===== src/rtl/uart_rx_frame_ctrl.sv =====
// rtl/uart_rx_frame_ctrl.sv - UART receive frame sequencer with baud-generator restart and valid/ready delivery
module uart_rx_frame_ctrl #(
   parameter int OVERSAMPLE = 16,
   parameter int DATA_BITS  = 8,
   parameter int PARITY_EN  = 0,
   parameter int PARITY_ODD = 0
) (
   input  logic                 clk,
   input  logic                 rst_n,
   input  logic                 rx,
   input  logic                 baud_clk,
   output logic                 restart_baud_clk,
   output logic [DATA_BITS-1:0] rx_data,
   output logic                 rx_valid,
   input  logic                 rx_ready,
   output logic                 frame_err,
   output logic                 parity_err,
   output logic                 overrun,
   output logic                 busy
);

   localparam int TW = $clog2(OVERSAMPLE);
   localparam int BW = $clog2(DATA_BITS);
   localparam logic [TW-1:0] HALF_M1  = TW'(OVERSAMPLE / 2 - 1);
   localparam logic [TW-1:0] FULL_M1  = TW'(OVERSAMPLE - 1);
   localparam logic [BW-1:0] LAST_BIT = BW'(DATA_BITS - 1);

   typedef enum logic [2:0] {
      S_IDLE, S_START, S_DATA, S_PARITY, S_STOP, S_WAIT_HIGH
   } state_t;

   state_t               r_state, w_next_state;
   logic                 r_rx_meta, r_rx_s, r_baud_d, r_restart;
   logic [TW-1:0]        r_tick_cnt;
   logic [BW-1:0]        r_bit_idx;
   logic [DATA_BITS-1:0] r_shift, r_rx_data;
   logic                 r_perr, r_rx_valid, r_frame_err, r_parity_err, r_overrun;
   logic                 w_tick, w_half, w_full;
   logic                 w_restart, w_shift, w_par_sample, w_stop_sample;

   // Ticks are ignored while the generator is being restarted so the count starts from the start edge.
   assign w_tick = baud_clk && !r_baud_d && (r_state != S_IDLE) && !r_restart;
   assign w_half = w_tick && (r_tick_cnt == HALF_M1);
   assign w_full = w_tick && (r_tick_cnt == FULL_M1);

   always_ff @(posedge clk or negedge rst_n) begin
      if (!rst_n) begin
         r_rx_meta <= 1'b1;
         r_rx_s    <= 1'b1;
         r_baud_d  <= 1'b0;
         r_restart <= 1'b0;
         r_state   <= S_IDLE;
      end else begin
         r_rx_meta <= rx;
         r_rx_s    <= r_rx_meta;
         r_baud_d  <= baud_clk;
         r_restart <= w_restart;
         r_state   <= w_next_state;
      end
   end

   always_comb begin
      w_next_state  = r_state;
      w_restart     = 1'b0;
      w_shift       = 1'b0;
      w_par_sample  = 1'b0;
      w_stop_sample = 1'b0;
      case (r_state)
         S_IDLE: begin
            if (!r_rx_s) begin
               w_restart    = 1'b1;
               w_next_state = S_START;
            end
         end
         S_START: begin
            if (w_half) w_next_state = r_rx_s ? S_IDLE : S_DATA;
         end
         S_DATA: begin
            if (w_full) begin
               w_shift = 1'b1;
               if (r_bit_idx == LAST_BIT) w_next_state = (PARITY_EN != 0) ? S_PARITY : S_STOP;
            end
         end
         S_PARITY: begin
            if (w_full) begin
               w_par_sample = 1'b1;
               w_next_state = S_STOP;
            end
         end
         S_STOP: begin
            if (w_full) begin
               w_stop_sample = 1'b1;
               w_next_state  = r_rx_s ? S_IDLE : S_WAIT_HIGH;
            end
         end
         S_WAIT_HIGH: begin
            if (r_rx_s) w_next_state = S_IDLE;
         end
         default: w_next_state = S_IDLE;
      endcase
   end

   always_ff @(posedge clk or negedge rst_n) begin
      if (!rst_n) begin
         r_tick_cnt <= '0;
         r_bit_idx  <= '0;
         r_shift    <= '0;
         r_perr     <= 1'b0;
      end else begin
         if (w_next_state != r_state) r_tick_cnt <= '0;
         else if (w_tick)             r_tick_cnt <= r_tick_cnt + 1'b1;

         if (r_state != S_DATA) r_bit_idx <= '0;
         else if (w_shift)      r_bit_idx <= r_bit_idx + 1'b1;

         if (w_shift) r_shift <= {r_rx_s, r_shift[DATA_BITS-1:1]};

         if (r_state == S_IDLE) r_perr <= 1'b0;
         else if (w_par_sample) r_perr <= ((^r_shift) ^ r_rx_s) != (PARITY_ODD != 0);
      end
   end

   // A completed frame is only dropped when the previous one is still pending and not taken this cycle.
   always_ff @(posedge clk or negedge rst_n) begin
      if (!rst_n) begin
         r_rx_data    <= '0;
         r_rx_valid   <= 1'b0;
         r_frame_err  <= 1'b0;
         r_parity_err <= 1'b0;
         r_overrun    <= 1'b0;
      end else begin
         r_overrun <= 1'b0;
         if (w_stop_sample && (!r_rx_valid || rx_ready)) begin
            r_rx_data    <= r_shift;
            r_frame_err  <= !r_rx_s;
            r_parity_err <= r_perr;
            r_rx_valid   <= 1'b1;
         end else begin
            if (w_stop_sample) r_overrun  <= 1'b1;
            if (rx_ready)      r_rx_valid <= 1'b0;
         end
      end
   end

   assign restart_baud_clk = r_restart;
   assign rx_data          = r_rx_data;
   assign rx_valid         = r_rx_valid;
   assign frame_err        = r_frame_err;
   assign parity_err       = r_parity_err;
   assign overrun          = r_overrun;
   assign busy             = (r_state != S_IDLE);

endmodule

===== config.mk =====
export PLATFORM = sky130hd
export DESIGN_NAME = uart_rx_frame_ctrl
export DESIGN_NICKNAME = d
export VERILOG_FILES = /design/src/rtl/uart_rx_frame_ctrl.sv
export SDC_FILE = /design/constraint.sdc
export NUM_CORES = 1
export LEC_CHECK = 0
export ABC_AREA = 1
export CORE_ASPECT_RATIO = 0.6
export CORE_MARGIN = 1
export CORE_UTILIZATION = 27
export CTS_BUF_LIST = sky130_fd_sc_hd__clkbuf_4 sky130_fd_sc_hd__clkbuf_8 sky130_fd_sc_hd__clkbuf_16
export CTS_CLUSTER_SIZE = 30
export DETAILED_ROUTE_END_ITERATION = 8
export PLACE_DENSITY = 0.47
export SLEW_MARGIN = 0
export SYNTH_ARGS = -nofsm -noshare
export SYNTH_HDL_FRONTEND = slang
export SYNTH_SLANG_ARGS = --single-unit

===== constraint.sdc =====
create_clock -name clk -period 4.3 [get_ports clk]
set_clock_uncertainty 0.15 [all_clocks]
set_input_delay 0.645 -clock clk [delete_from_list [all_inputs] [get_ports clk]]
set_output_delay 0.645 -clock clk [all_outputs]
set_load 0.005 [all_outputs]

==> Word-level counts from Yosys, hierarchy flattened <==
Index checks and enable logic that the tools add are counted.
{ "totals": {"register_bits": 35, "inputBits": 5, "output_inout_bits": 14, "wordCells": 71} }
{ "classes": {"addsub": 2, "n_eq_ne": 10, "muxes": 26, "bitwise_logic": 1, "n_reduce_logical": 18} }
{ "ops": {"columns": ["cell", "n"], "rows": [
  ["$mux 3", 10],
  ["$pmux 3 s6", 1],
  ["$mux 1", 12],
  ["$eq 3x3->1 const B", 3],
  ["$mux 4", 2],
  ["$reduce_bool 2->1", 4],
  ["$reduce_xor 8->1", 1],
  ["$eq 3x2->1 const B", 2],
  ["$logic_and 1x1->1", 6],
  ["$add 4x1->4 const B", 1],
  ["$eq 4x3->1 const B", 1],
  ["$eq 4x4->1 const B", 1],
  ["$logic_not 1->1", 4],
  ["$add 3x1->3 const B", 1],
  ["$eq 3x1->1 const B", 1],
  ["$logic_not 3->1", 1],
  ["$ne 3x2->1 const B", 1],
  ["$ne 3x3->1", 1],
  ["$reduce_bool 3->1", 1],
  ["$mux 2", 1],
  ["$logic_or 1x1->1", 1],
  ["$xor 1x1->1", 1]
]} }

==> Depth between registers and ports, before layout <==
Gate-level depths: netlist of run 1.
{ "logic_depth": {"ltp_word": 9, "depth_mapped": 11, "ltp_nobuf": 11} }

==> Worst setup path after synthesis of run 1 <==
OpenSTA, ideal clock, no wires.
{ "synth_timing": {"path_type": "input-to-reg", "from": "input baud_clk", "to": "register r_parity_err, in the netlist parity_err", "setup_time_ps": 116, "t_arrival_ps": 1531, "required_time_ps": 4034, "setup_slack_ps": 2503, "cell_stages": 10, "path_buffers": 1, "cell_sequence": "nand2_1 > nor2_4 > nand3_4 > inv_2 > nand2_2 > nor2_4 > inv_4 > buf_8 > nand2_1 > nand2_1"} }
{ "synth_between": {"elab_chain_cells": 7} }
{ "synth_lines": {"columns": ["element", "line", "rtl"], "rows": [
  ["start: declaration", "11", "input logic baud_clk,"],
  ["$logic_and 1x1->1 (3 in a row)", "42", "assign w_tick = baud_clk && !r_baud_d && (r_state != S_IDLE) && !r_restart;"],
  ["$logic_and 1x1->1", "44", "assign w_full = w_tick && (r_tick_cnt == FULL_M1);"],
  ["$mux 1", "91", "if (w_full) begin"],
  ["$mux 1", "68", "case (r_state)"],
  ["$logic_and 1x1->1", "133", "if (w_stop_sample && (!r_rx_valid || rx_ready)) begin"],
  ["end signal: assignment", "136", "r_parity_err <= r_perr;"],
  ["end: declaration", "37", "logic r_perr, r_rx_valid, r_frame_err, r_parity_err, r_overrun;"]
]} }
Every way passes these cells.
A chain may end at the register's enable or synchronous reset.

==> Worst setup path after layout of run 1 <==
{ "layout_timing": {"from": "register r_state[0]", "to": "output busy"} }
{ "layout_between": {"elab_chain_cells": 1} }
{ "layout_lines": {"columns": ["element", "line", "rtl"], "rows": [
  ["start: declaration", "32", "state_t r_state, w_next_state;"],
  ["start signal: assignment", "58", "r_state <= w_next_state;"],
  ["$reduce_bool 3->1", "151", "assign busy = (r_state != S_IDLE);"],
  ["end: declaration", "19", "output logic busy"]
]} }
Every way passes these cells.

==> results of run 1 <==
placed cells by master (no fill, tap or decap):
cell type,n
sky130_fd_sc_hd__inv_1,23
sky130_fd_sc_hd__o21ai_0,10
sky130_fd_sc_hd__o21ai_2,7
sky130_fd_sc_hd__nand2_2,1
sky130_fd_sc_hd__nor2_1,13
sky130_fd_sc_hd__a22oi_1,1
sky130_fd_sc_hd__nand3_4,2
sky130_fd_sc_hd__dfstp_2,2
sky130_fd_sc_hd__buf_4,1
sky130_fd_sc_hd__dfrtp_1,33
sky130_fd_sc_hd__nand2_1,55
sky130_fd_sc_hd__ha_1,3
sky130_fd_sc_hd__clkinv_2,1
sky130_fd_sc_hd__a21oi_1,1
sky130_fd_sc_hd__xor2_1,7
sky130_fd_sc_hd__nor3_1,2
sky130_fd_sc_hd__a21boi_0,1
sky130_fd_sc_hd__nor2_4,3
sky130_fd_sc_hd__inv_2,3
sky130_fd_sc_hd__nand3_1,8
sky130_fd_sc_hd__a22o_1,2
sky130_fd_sc_hd__nand3_2,1
sky130_fd_sc_hd__clkbuf_8,5
sky130_fd_sc_hd__inv_4,1
sky130_fd_sc_hd__clkbuf_4,2
sky130_fd_sc_hd__clkdlybuf4s50_1,18
sky130_fd_sc_hd__nand4_1,5
sky130_fd_sc_hd__o21a_1,1
sky130_fd_sc_hd__xnor2_1,4
flip-flops by register name, summed over array words and instances, names as in the netlist, 3 cells and up:
name / cells
r_bit_idx: 3
r_shift: 8
r_state: 3
r_tick_cnt: 4
rx_data: 8
layer usage:
| metal | track usage (%) | up-vias | share of wire (%) |
|---|---|---|---|
| met1 | 16.3 | 560 | 59 |
| li1 | - | 652 | - |
| met3 | 2.90 | 5 | 3.7 |
| met2 | 14.1 | 20 | 36 |
| met5 | 0 | - | 0 |
| met4 | 4.75 | 0 | 1.3 |
worst reg2reg max path, stage by stage, from the launching register on:
cell and delay (ns):
sky130_fd_sc_hd__dfrtp_1 0.39, sky130_fd_sc_hd__ha_1 0.18, sky130_fd_sc_hd__nand2_1 0.08, sky130_fd_sc_hd__nor2_1 0.21, sky130_fd_sc_hd__nand3_4 0.15, sky130_fd_sc_hd__nor2_4 0.31
sky130_fd_sc_hd__nand2_1 0.12, sky130_fd_sc_hd__nand3_1 0.08, sky130_fd_sc_hd__nand2_1 0.06, sky130_fd_sc_hd__nand3_2 0.12, sky130_fd_sc_hd__nor2_1 0.05
path summary, 6_finish.rpt:
path | start | endpoint | slack, ns | cells after the start
max | r_state[0] | busy | 1.99 | 3
min in group asynchronous | rst_n | parity_err | 0.62 | 2
max reg2reg | r_tick_cnt[0] | r_tick_cnt[1] | 2.29 | 10
max in group asynchronous | rst_n | r_rx_s | 3.04 | 2
min reg2reg | r_rx_meta | r_rx_s | 0.21 | 0
min | r_rx_meta | r_rx_s | 0.21 | 0
layout make-up:
class	count	share of cell area, %
tap	84	5.06
inverter	27	5.00
multi-input combinational	127	34.3
clock buffer	7	4.04
clock inverter	1	0.241
timing repair buffer	19	9.04
sequential	35	42.3
metrics by stage:
stage | std cells | power, mW
2_1_floorplan | 191 | 0.454
3_3_place_gp | 292 | 0.500
3_5_place_dp | 292 | 0.499
4_1_cts | 300 | 0.742
5_1_grt | 300 | 0.775
6_report | 300 | 0.730
kinds of logic (layout without fill, tap and decap cells):
kind of cell / Yosys count / in the layout / share of synthesized area (%)
fa+ha+maj: 3 / 3 / 2.19
simple gates: 90 / 90 / 24.6
compound gates: 23 / 23 / 9.12
buf+inv: 29 / 54 / 7.23
xor+xnor: 11 / 11 / 5.62
flops: 35 / 35 / 51.2
power groups by stage:
stage	sequential, mW	clock (mW)	combinational, mW
after floorplan	0.370	0	0.0842
after global placement	0.375	0	0.125
after detailed placement	0.374	0	0.124
after CTS	0.368	0.249	0.125
after global routing	0.371	0.261	0.143
final	0.369	0.239	0.122
==> Flow_metrics.wiki, run 1 <==
{| class="wikitable"
! Metric !! Value
|-
| Clock tree sinks || 35
|-
| PostCTS Resize Cnt || 0
|-
| Combinational group share of total power || between 15 and 20%
|-
| Critical path arrival || approximately 1.5 ns
|-
| Clock H-tree levels || 2
|-
| Number of post-CTS setup repair buffers || 0
|-
| Number of I/O pins || 19
|-
| CTS tree || done
|-
| Initial core utilization || between 20 and 30%
|-
| Antenna diodes || 0
|-
| Max Transition Viols Final || 0
|-
| Synth warnings || 0
|-
| Highest achievable clock rate || about 430 MHz
|-
| Number of hold buffers added after cts || 0
|-
| Remaining global-route overflow || 0
|-
| Root cell of the clock tree || sky130_fd_sc_hd__clkbuf_8
|-
| Crit-path leading delay family || buffers and inverters
|-
| Dominant cells by area after synthesis || sky130_fd_sc_hd__dfrtp_1 48%, sky130_fd_sc_hd__nand2_1 12%, sky130_fd_sc_hd__inv_1 5.0%
|-
| Final setup violation count || 0
|-
| Dominant register cell in the synthesized netlist || sky130_fd_sc_hd__dfrtp_1
|-
| Layout Utilization || between 30% and 40%
|-
| Buffers & Inverters on Critical Path || 2
|-
| Internal power component || 522 uW
|-
| Number of antenna violations at the first check in global routing || 0
|-
| Clock network fraction of design power || between 30% and 40%
|-
| Final hold violation count || 0
|-
| Half-perimeter wire length of the detailed placement result || 2430 um
|-
| Placeable Area || approximately 6100 um^2
|-
| Pin count of the biggest net entering global routing || 36
|-
| Power share of the sequential group || 50.5%
|-
| Most numerous cell in the Yosys netlist || sky130_fd_sc_hd__nand2_1
|-
| Critical path's largest stage delay || between 0.5 and 0.6 ns
|-
| Via count of the first global-routing pass || 1181
|-
| Yosys top cell area share || 48.2%
|-
| Post-synthesis area per instance || ~9 um^2
|-
| Area taken by flip-flops and latches || between 800 and 900 um^2
|-
| Power Density || between 300 and 400 nW/um^2
|-
| Die outline width || between 100 and 150 um
|-
| Fill cell count || between 600 and 700
|-
| Net Sw Frac || between 20% and 30%
|-
| Total nets after synthesis || 199
|-
| Overall routing resource usage || 10.8%
|-
| Post-synthesis async set-or-reset flop share || 100%
|-
| VDD IR max || around 0.11 mV
|-
| Leakage power summed over all cells || roughly 1.0 nW
|-
| Worst Setup End Kind || output port
|-
| Cell Area, Synth || 1710 um^2
|-
| Largest driver fanout on the critical path || 7
|-
| Worst EP required || 3.50 ns
|-
| Global placer's final weighted congestion || around 0.75
|-
| Number of I/O port buffers || 18
|-
| Final setup margin || between 1.5 and 2 ns
|-
| Per-cell via count in the routed design || 4.12
|-
| Vias || between 1000 and 1500
|-
| Num CTS Buffers || 5
|-
| Period Utilization, post-route || about 54%
|-
| Kind of start point of the critical path || register
|-
| WL final || between 3000 and 4000 um
|-
| Worst slack on hold paths || approximately 0.21 ns
|-
| Total negative slack || 0 ns
|-
| Skew-Pair Late Insertion Delay || approximately 0.28 ns
|-
| Total placed instance area || 1990 um^2
|-
| Count of cell types in the netlist || 26
|-
| Mean routed wirelength per cell || about 11 um
|-
| Period minus WS final || approximately 2.3 ns
|-
| Max-slew headroom || between 70% and 80%
|-
| Part of the Yosys area used for sequential elements || between 50% and 60%
|-
| Number of nets with antenna violations after routing || 0
|-
| DRC violation count after routing || 0
|-
| Synth cell count leaders || 55 x sky130_fd_sc_hd__nand2_1, 33 x sky130_fd_sc_hd__dfrtp_1, 23 x sky130_fd_sc_hd__inv_1, 13 x sky130_fd_sc_hd__nor2_1, 10 x sky130_fd_sc_hd__o21ai_0
|-
| Result of the run || completed
|-
| Post-synthesis instance total || between 150 and 200
|-
| Global-route wire length before repair || roughly 5600 um
|-
| Row count || 22
|-
| Cell type with the highest aggregate area in the netlist || sky130_fd_sc_hd__dfrtp_1
|-
| Share of final-layout standard cells stronger than drive strength 1 || 13.4%
|-
| Initial DRT Pass Iterations || 4
|-
| 1st-iter DRT viols || 56
|-
| Slew at the pin closest to its max-slew limit || around 0.44 ns
|-
| Crit-path cells || inv_2, nand3_4, clkdlybuf4s50_1
|-
| Net load switching power || 208 uW
|-
| Area overhead of the layout relative to synthesis || 21.1%
|-
| Maximum buffer depth of the clock tree || 2
|-
| Final cell area excluding filler cells || between 2000 and 2500 um^2
|-
| Number of enable-type register cells in the synthesized netlist || 0
|-
| Height of the chip || ~64 um
|-
| Worst Path Class, Setup || register to output port
|-
| Slowest library cell on the worst path || sky130_fd_sc_hd__clkdlybuf4s50_1
|-
| Hold/Removal Path Class || register to register
|-
| Post-Place Worst Slack || 1.76 ns
|-
| Net count of the finished layout || 223
|-
| #FFs+latches synth || 35
|-
| Total Die Area || between 6000 and 7000 um^2
|-
| CTS clock-pin slew for the worst setup and hold paths || ~0.06 ns
|-
| Combined area of the multi-input logic cells || just over 700 um^2
|-
| Max-cap violation count || 0
|-
| Setup repair after global routing missed its margin || false
|}
Note: power is estimated with default switching activity, not from simulation.
==> inputs of run 2 (changes only) <==
--- a/config.mk
+++ b/config.mk
@@ -12,7 +12,7 @@
 export CTS_BUF_LIST = sky130_fd_sc_hd__clkbuf_4 sky130_fd_sc_hd__clkbuf_8 sky130_fd_sc_hd__clkbuf_16
 export CTS_CLUSTER_SIZE = 30
 export DETAILED_ROUTE_END_ITERATION = 8
-export PLACE_DENSITY = 0.47
+export PLACE_DENSITY = 0.49
 export SLEW_MARGIN = 0
 export SYNTH_ARGS = -nofsm -noshare
 export SYNTH_HDL_FRONTEND = slang
==> constraint.sdc (replaced) <==
create_clock -name clk -period 1.95 [get_ports clk]
set_clock_uncertainty 0.15 [all_clocks]
set_input_delay 0.2925 -clock clk [delete_from_list [all_inputs] [get_ports clk]]
set_output_delay 0.2925 -clock clk [all_outputs]
set_load 0.005 [all_outputs]
==> Flow_metrics.wiki, run 2 (same netlist as run 1, synthesis figures left out) <==
{| class="wikitable"
! Metric !! Value
|-
| Number of I/O pins || 19 (unchanged)
|-
| Number of antenna violations at the first check in global routing || 0 (unchanged)
|-
| Max-cap violation count || 0 (unchanged)
|-
| Largest driver fanout on the critical path || 7 (unchanged)
|-
| Number of I/O port buffers || 18 (unchanged)
|-
| Overall routing resource usage || 11.2% (was 10.8%)
|-
| Clock H-tree levels || 2 (unchanged)
|-
| Combined area of the multi-input logic cells || 719 um^2 (was 712 um^2)
|-
| Net count of the finished layout || 228 (was 223)
|-
| Net load switching power || 457 uW (was 208 uW)
|-
| Root cell of the clock tree || sky130_fd_sc_hd__clkbuf_8 (unchanged)
|-
| Max-slew headroom || 70.0% (was 70.8%)
|-
| DRC violation count after routing || 0 (unchanged)
|-
| Num CTS Buffers || 5 (unchanged)
|-
| Number of placed cells counting well taps || 297 (was 292)
|-
| Number of nets with antenna violations after routing || 0 (unchanged)
|-
| Period minus WS final || ~1.9 ns
|-
| Clock network fraction of design power || 31.9% (was 32.8%)
|-
| Max Transition Viols Final || 0 (unchanged)
|-
| Kind of start point of the critical path || register (unchanged)
|-
| Height of the chip || 63.7 um (unchanged)
|-
| Antenna diodes || 0 (unchanged)
|-
| Die outline width || 105 um (unchanged)
|-
| Global-route wire length before repair || 5650 um (was 5610 um)
|-
| Pin count of the biggest net entering global routing || 36 (unchanged)
|-
| Total Die Area || 6680 um^2 (unchanged)
|-
| Commonest cells after routing, fill and taps aside || 55 x sky130_fd_sc_hd__nand2_1, 31 x sky130_fd_sc_hd__dfrtp_1, 22 x sky130_fd_sc_hd__inv_1 (was 55 x sky130_fd_sc_hd__nand2_1, 33 x sky130_fd_sc_hd__dfrtp_1, 23 x sky130_fd_sc_hd__inv_1)
|-
| Power Density || 759 nW/um^2 (was 351 nW/um^2)
|-
| Power share of the sequential group || 50.5% (about the same)
|-
| Fill cell count || 627 (was 640)
|-
| Half-perimeter wire length of the detailed placement result || 2490 um (was 2430 um)
|-
| Mean routed wirelength per cell || 10.9 um (about the same)
|-
| Global placer's final weighted congestion || 0.828 (was 0.745)
|-
| Combinational group share of total power || 17.6% (was 16.7%)
|-
| Critical path arrival || 1.46 ns (was 1.52 ns)
|-
| Total negative slack || 0 ns (unchanged)
|-
| Remaining global-route overflow || 0 (unchanged)
|-
| CTS clock-pin slew for the worst setup and hold paths || 0.07 ns (was 0.06 ns)
|-
| Period Utilization, post-route || between 90 and 100%
|-
| Most frequent standard cell in the layout excluding fill and tap cells || sky130_fd_sc_hd__nand2_1 (unchanged)
|-
| Result of the run || completed (unchanged)
|-
| Final hold violation count || 0 (unchanged)
|-
| WL final || 3340 um (was 3260 um)
|-
| Internal power component || 1.17 mW (was 522 uW)
|-
| Total chip power || 1.62 mW (was 730 uW)
|-
| Final setup violation count || 0 (unchanged)
|-
| Initial core utilization || 28.1% (unchanged)
|-
| Net Sw Frac || 28.1% (was 28.5%)
|-
| VDD IR max || 0.198 mV (was 0.108 mV)
|-
| Hold/Removal Path Class || register to register (unchanged)
|-
| Highest achievable clock rate || about 530 MHz
|-
| CTS tree || done (unchanged)
|-
| Clock tree sinks || 35 (unchanged)
|-
| Maximum buffer depth of the clock tree || 2 (unchanged)
|-
| Worst Path Class, Setup || register to output port (unchanged)
|-
| 1st-iter DRT viols || 54 (was 56)
|-
| Vias || 1271 (was 1237)
|-
| Per-cell via count in the routed design || 4.17 (was 4.12)
|-
| Share of final-layout standard cells stronger than drive strength 1 || 17.2% (was 13.4%)
|-
| Worst Setup End Kind || output port (unchanged)
|-
| Via count of the first global-routing pass || 1167 (was 1181)
|-
| Row count || 22 (unchanged)
|-
| Area overhead of the layout relative to synthesis || 24.7% (was 21.1%)
|-
| Worst EP required || 1.51 ns (was 3.50 ns)
|-
| Slew at the pin closest to its max-slew limit || 0.446 ns (was 0.437 ns)
|-
| Placeable Area || 6110 um^2 (unchanged)
|-
| Leakage power summed over all cells || 1.05 nW (was 1.03 nW)
|-
| Layout Utilization || 35.0% (was 34.0%)
|-
| Skew-Pair Late Insertion Delay || 0.28 ns (about the same)
|-
| Area taken by flip-flops and latches || 881 um^2 (was 878 um^2)
|-
| Layout Cells excl Fill || 305 (was 300)
|-
| Initial DRT Pass Iterations || 4 (unchanged)
|}
run 2: what timing repair did:
item / in CTS / in global routing
gates resized for setup: 2 / 4
hold buffers: 0 / 0
buffers inserted: 0 / 0
endpoints found under the hold margin: 0 / 0
setup endpoints to repair: 1 / 15
run 2: metal layers:
layer	global-route usage, %	vias up	share of wire, %
li1	-	669	-
met3	3.31	5	6.1
met4	4.75	0	1.5
met2	13.5	31	36
met1	17.5	566	56
met5	0	-	0
run 2: final cells by class:
type / count / area share [%]
flip-flops and latches: 35 / 41.2
multi-input cells: 127 / 33.6
repair buffers: 24 / 11.1
inverters: 27 / 4.97
well taps: 84 / 4.92
clock buffers: 7 / 3.92
clock inverters: 1 / 0.234
run 2: power by group through the flow:
stage / logic (mW) / registers, mW / clock network [mW]
after floorplan: 0.186 / 0.815 / 0
after global placement: 0.290 / 0.826 / 0
after detailed placement: 0.282 / 0.825 / 0
after CTS: 0.284 / 0.814 / 0.547
after global routing: 0.323 / 0.825 / 0.584
final: 0.286 / 0.819 / 0.518
run 2: worst paths after layout:
check / from / to / slack (ns) / cells past startpoint
hold / removal: r_rx_meta / r_rx_s / 0.21 / 0
min in group asynchronous: rst_n / r_baud_d / 0.28 / 2
hold reg to reg: r_rx_meta / r_rx_s / 0.21 / 0
setup reg to reg: r_tick_cnt[0] / r_tick_cnt[0] / 0.13 / 11
max in group asynchronous: rst_n / r_rx_meta / 1.03 / 2
setup / recovery: r_state[0] / busy / 0.05 / 3
run 2: stage by stage:
stage | instance area [um^2] | hold slack [ns] | setup WS [ns]
2_1_floorplan | 1710 | -0.153 | 0.197
6_report | 2140 | 0.206 | 0.0461
4_1_cts | 2130 | 0.207 | 0.0153
3_3_place_gp | 2040 | 0.197 | 0.00442
3_5_place_dp | 2040 | 0.197 | -0.0122
5_1_grt | 2140 | 0.213 | -0.0109
run 2: worst max-delay path: stages (launching register included):
cell and delay, ns:
sky130_fd_sc_hd__dfrtp_2 0.46, sky130_fd_sc_hd__inv_4 0.12, sky130_fd_sc_hd__nand3_4 0.13, sky130_fd_sc_hd__clkdlybuf4s50_1 0.47
==> inputs of run 3 (changes only) <==
--- a/config.mk
+++ b/config.mk
@@ -8,11 +8,11 @@
 export ABC_AREA = 1
 export CORE_ASPECT_RATIO = 0.6
 export CORE_MARGIN = 1
-export CORE_UTILIZATION = 27
+export CORE_UTILIZATION = 55
 export CTS_BUF_LIST = sky130_fd_sc_hd__clkbuf_4 sky130_fd_sc_hd__clkbuf_8 sky130_fd_sc_hd__clkbuf_16
 export CTS_CLUSTER_SIZE = 30
 export DETAILED_ROUTE_END_ITERATION = 8
-export PLACE_DENSITY = 0.49
+export PLACE_DENSITY = 0.81
 export SLEW_MARGIN = 0
 export SYNTH_ARGS = -nofsm -noshare
 export SYNTH_HDL_FRONTEND = slang
==> constraint.sdc (replaced) <==
create_clock -name clk -period 1.9 [get_ports clk]
set_clock_uncertainty 0.15 [all_clocks]
set_input_delay 0.285 -clock clk [delete_from_list [all_inputs] [get_ports clk]]
set_output_delay 0.285 -clock clk [all_outputs]
set_load 0.005 [all_outputs]
==> Flow_metrics.wiki, run 3 (same netlist as run 1, synthesis figures left out) <==
{| class="wikitable"
! Metric !! Value
|-
| Period Utilization, post-route || 97.2%
|-
| Max-slew headroom || 67.8% (was 70.0%)
|-
| Number of placed cells counting well taps || 254 (was 297)
|-
| Total Die Area || 3350 um^2 (was 6680 um^2)
|-
| Via count of the first global-routing pass || 1258 (was 1167)
|-
| Reg-to-reg endpoint || r_tick_cnt[0] (unchanged)
|-
| Reg-to-Reg Start || r_tick_cnt[0] (unchanged)
|-
| Clock tree sinks || 35 (unchanged)
|-
| Row count || 15 (was 22)
|-
| Maximum buffer depth of the clock tree || 2 (unchanged)
|-
| Initial DRT Pass Iterations || 5 (was 4)
|-
| Final setup violation count || 0 (unchanged)
|-
| Most frequent standard cell in the layout excluding fill and tap cells || sky130_fd_sc_hd__nand2_1 (unchanged)
|-
| Vias || 1374 (was 1271)
|-
| Layout Cells excl Fill || 268 (was 305)
|-
| Worst EP required || 1.93 ns (was 1.51 ns)
|-
| Final cell area excluding filler cells || 2190 um^2 (was 2140 um^2)
|-
| Overall routing resource usage || 23.8% (was 11.2%)
|-
| Kind of start point of the critical path || register (unchanged)
|-
| Placeable Area || 2910 um^2 (was 6110 um^2)
|-
| Number of hold buffers added after cts || 0 (unchanged)
|-
| Number of stages on the worst hold path || 0 (unchanged)
|-
| Global-route wire length before repair || 5600 um (was 5650 um)
|-
| Largest driver fanout on the critical path || 4 (was 7)
|-
| Global placer's final weighted congestion || 0.970 (was 0.828)
|-
| Power Density || 870 nW/um^2 (was 759 nW/um^2)
|-
| Path depth of the worst reg2reg path || 8 (was 11)
|-
| Startpoint of the lowest-slack hold path || r_rx_meta (unchanged)
|-
| Number of I/O port buffers || 18 (unchanged)
|-
| Number of antenna violations at the first check in global routing || 0 (unchanged)
|-
| Layout Utilization || 75.4% (was 35.0%)
|-
| Number of nets with antenna violations after routing || 0 (unchanged)
|-
| Commonest cells after routing, fill and taps aside || 53 x sky130_fd_sc_hd__nand2_1, 31 x sky130_fd_sc_hd__dfrtp_1, 21 x sky130_fd_sc_hd__inv_1 (was 55 x sky130_fd_sc_hd__nand2_1, 31 x sky130_fd_sc_hd__dfrtp_1, 22 x sky130_fd_sc_hd__inv_1)
|-
| R2r setup slk || 0.05 ns (was 0.13 ns)
|-
| WL final || 3660 um (was 3340 um)
|-
| Clock H-tree levels || 2 (unchanged)
|-
| Net count of the finished layout || 233 (was 228)
|-
| Die outline width || 74.1 um (was 105 um)
|-
| VDD IR max || 0.514 mV (was 0.198 mV)
|-
| Skew-Pair Late Insertion Delay || 0.30 ns (was 0.28 ns)
|-
| DRC violation count after routing || 0 (unchanged)
|-
| Height of the chip || 45.2 um (was 63.7 um)
|-
| Fill cell count || 197 (was 627)
|-
| Highest achievable clock rate || 541 MHz
|-
| Root cell of the clock tree || sky130_fd_sc_hd__clkbuf_8 (unchanged)
|-
| Slew at the pin closest to its max-slew limit || 0.479 ns (was 0.446 ns)
|-
| Area overhead of the layout relative to synthesis || 27.9% (was 24.7%)
|-
| Max-cap violation count || 0 (unchanged)
|-
| Initial core utilization || 58.9% (was 28.1%)
|-
| CTS clock-pin slew for the worst setup and hold paths || 0.07 ns (about the same)
|-
| Total negative slack || 0 ns (unchanged)
|-
| Num CTS Buffers || 5 (unchanged)
|-
| Max Transition Viols Final || 0 (unchanged)
|-
| Share of final-layout standard cells stronger than drive strength 1 || 22.6% (was 17.2%)
|-
| CTS tree || done (unchanged)
|-
| Worst Path Class, Setup || register to register (was register to output port)
|-
| 1st-iter DRT viols || 152 (was 54)
|-
| Per-cell via count in the routed design || 5.13 (was 4.17)
|-
| Period minus WS final || approximately 1.8 ns
|-
| Number of I/O pins || 19 (unchanged)
|-
| Hold Path Sink || r_rx_s (unchanged)
|-
| Result of the run || completed (unchanged)
|-
| Leakage power summed over all cells || 1.10 nW (was 1.05 nW)
|-
| Total chip power || 1.91 mW (was 1.62 mW)
|-
| Total placed instance area || 1980 um^2 (was 2040 um^2)
|-
| Remaining global-route overflow || 0 (unchanged)
|-
| Mean routed wirelength per cell || 13.7 um (was 10.9 um)
|-
| Pin count of the biggest net entering global routing || 36 (unchanged)
|-
| Critical path arrival || 1.88 ns (was 1.46 ns)
|-
| Hold/Removal Path Class || register to register (unchanged)
|-
| Final hold violation count || 0 (unchanged)
|-
| Worst Setup End Kind || register (was output port)
|-
| Half-perimeter wire length of the detailed placement result || 2540 um (was 2490 um)
|-
| Antenna diodes || 0 (unchanged)
|}
[run 3: per-stage QoR]
| stage | worst slack [ns] | hold slack, ns |
|---|---|---|
| 6_report | 0.0525 | 0.208 |
| 2_1_floorplan | 0.147 | -0.161 |
| 3_5_place_dp | -0.0979 | 0.199 |
| 5_1_grt | -0.128 | 0.211 |
| 4_1_cts | -0.0358 | 0.209 |
| 3_3_place_gp | -0.0314 | 0.199 |
[run 3: worst max-delay path by stage]
| stage | start | to | cells past startpoint |
|---|---|---|---|
| finish | r_tick_cnt[0] | r_tick_cnt[0] | 8 |
| global placement | baud_clk | r_tick_cnt[0] | 11 |
| detailed placement | baud_clk | r_tick_cnt[2] | 11 |
| global route | r_state[1] | r_tick_cnt[3] | 6 |
| floorplan | r_tick_cnt[0] | parity_err | 11 |
| CTS | r_state[0] | busy | 3 |
[run 3: power breakdown]
part / total [mW] / internal (mW) / switching (mW)
combinational: 0.357 / 0.150 / 0.207
sequential: 0.849 / 0.790 / 0.0592
clock: 0.701 / 0.424 / 0.277
total: 1.91 / 1.36 / 0.544
[run 3: timing repair]
action / CTS / global route
setup endpoints to repair: 5 / 15
gates resized for setup: 2 / 16
setup buffers: 0 / 6
pin swaps: 0 / 8
[run 3: area by class of cell]
class	instances	area [um^2]	share of cell area [%]
sequential	35	881	40.2
multi-input combinational	127	757	34.5
timing repair buffer	29	278	12.7
inverter	27	106	4.85
clock buffer	6	82.6	3.77
tap	42	52.6	2.40
clock inverter	2	35.0	1.60
[run 3: layer usage]
layer	wire (um)	track usage, %	vias to the layer above
met5	0	0	-
met4	91	10.4	0
met3	239	6.92	12
met2	1640	37.5	50
met1	1690	31.0	639
li1	-	-	673
[run 3: critical path, cell delays in order, from the launching register on]
cell and delay [ns]:
sky130_fd_sc_hd__dfrtp_1 0.42, sky130_fd_sc_hd__ha_4 0.17, sky130_fd_sc_hd__nand2_4 0.06, sky130_fd_sc_hd__nor2_4 0.15, sky130_fd_sc_hd__nand4_1 0.18, sky130_fd_sc_hd__a21boi_0 0.29, sky130_fd_sc_hd__nand2_1 0.11, sky130_fd_sc_hd__nand3_2 0.13
sky130_fd_sc_hd__nor2_1 0.06
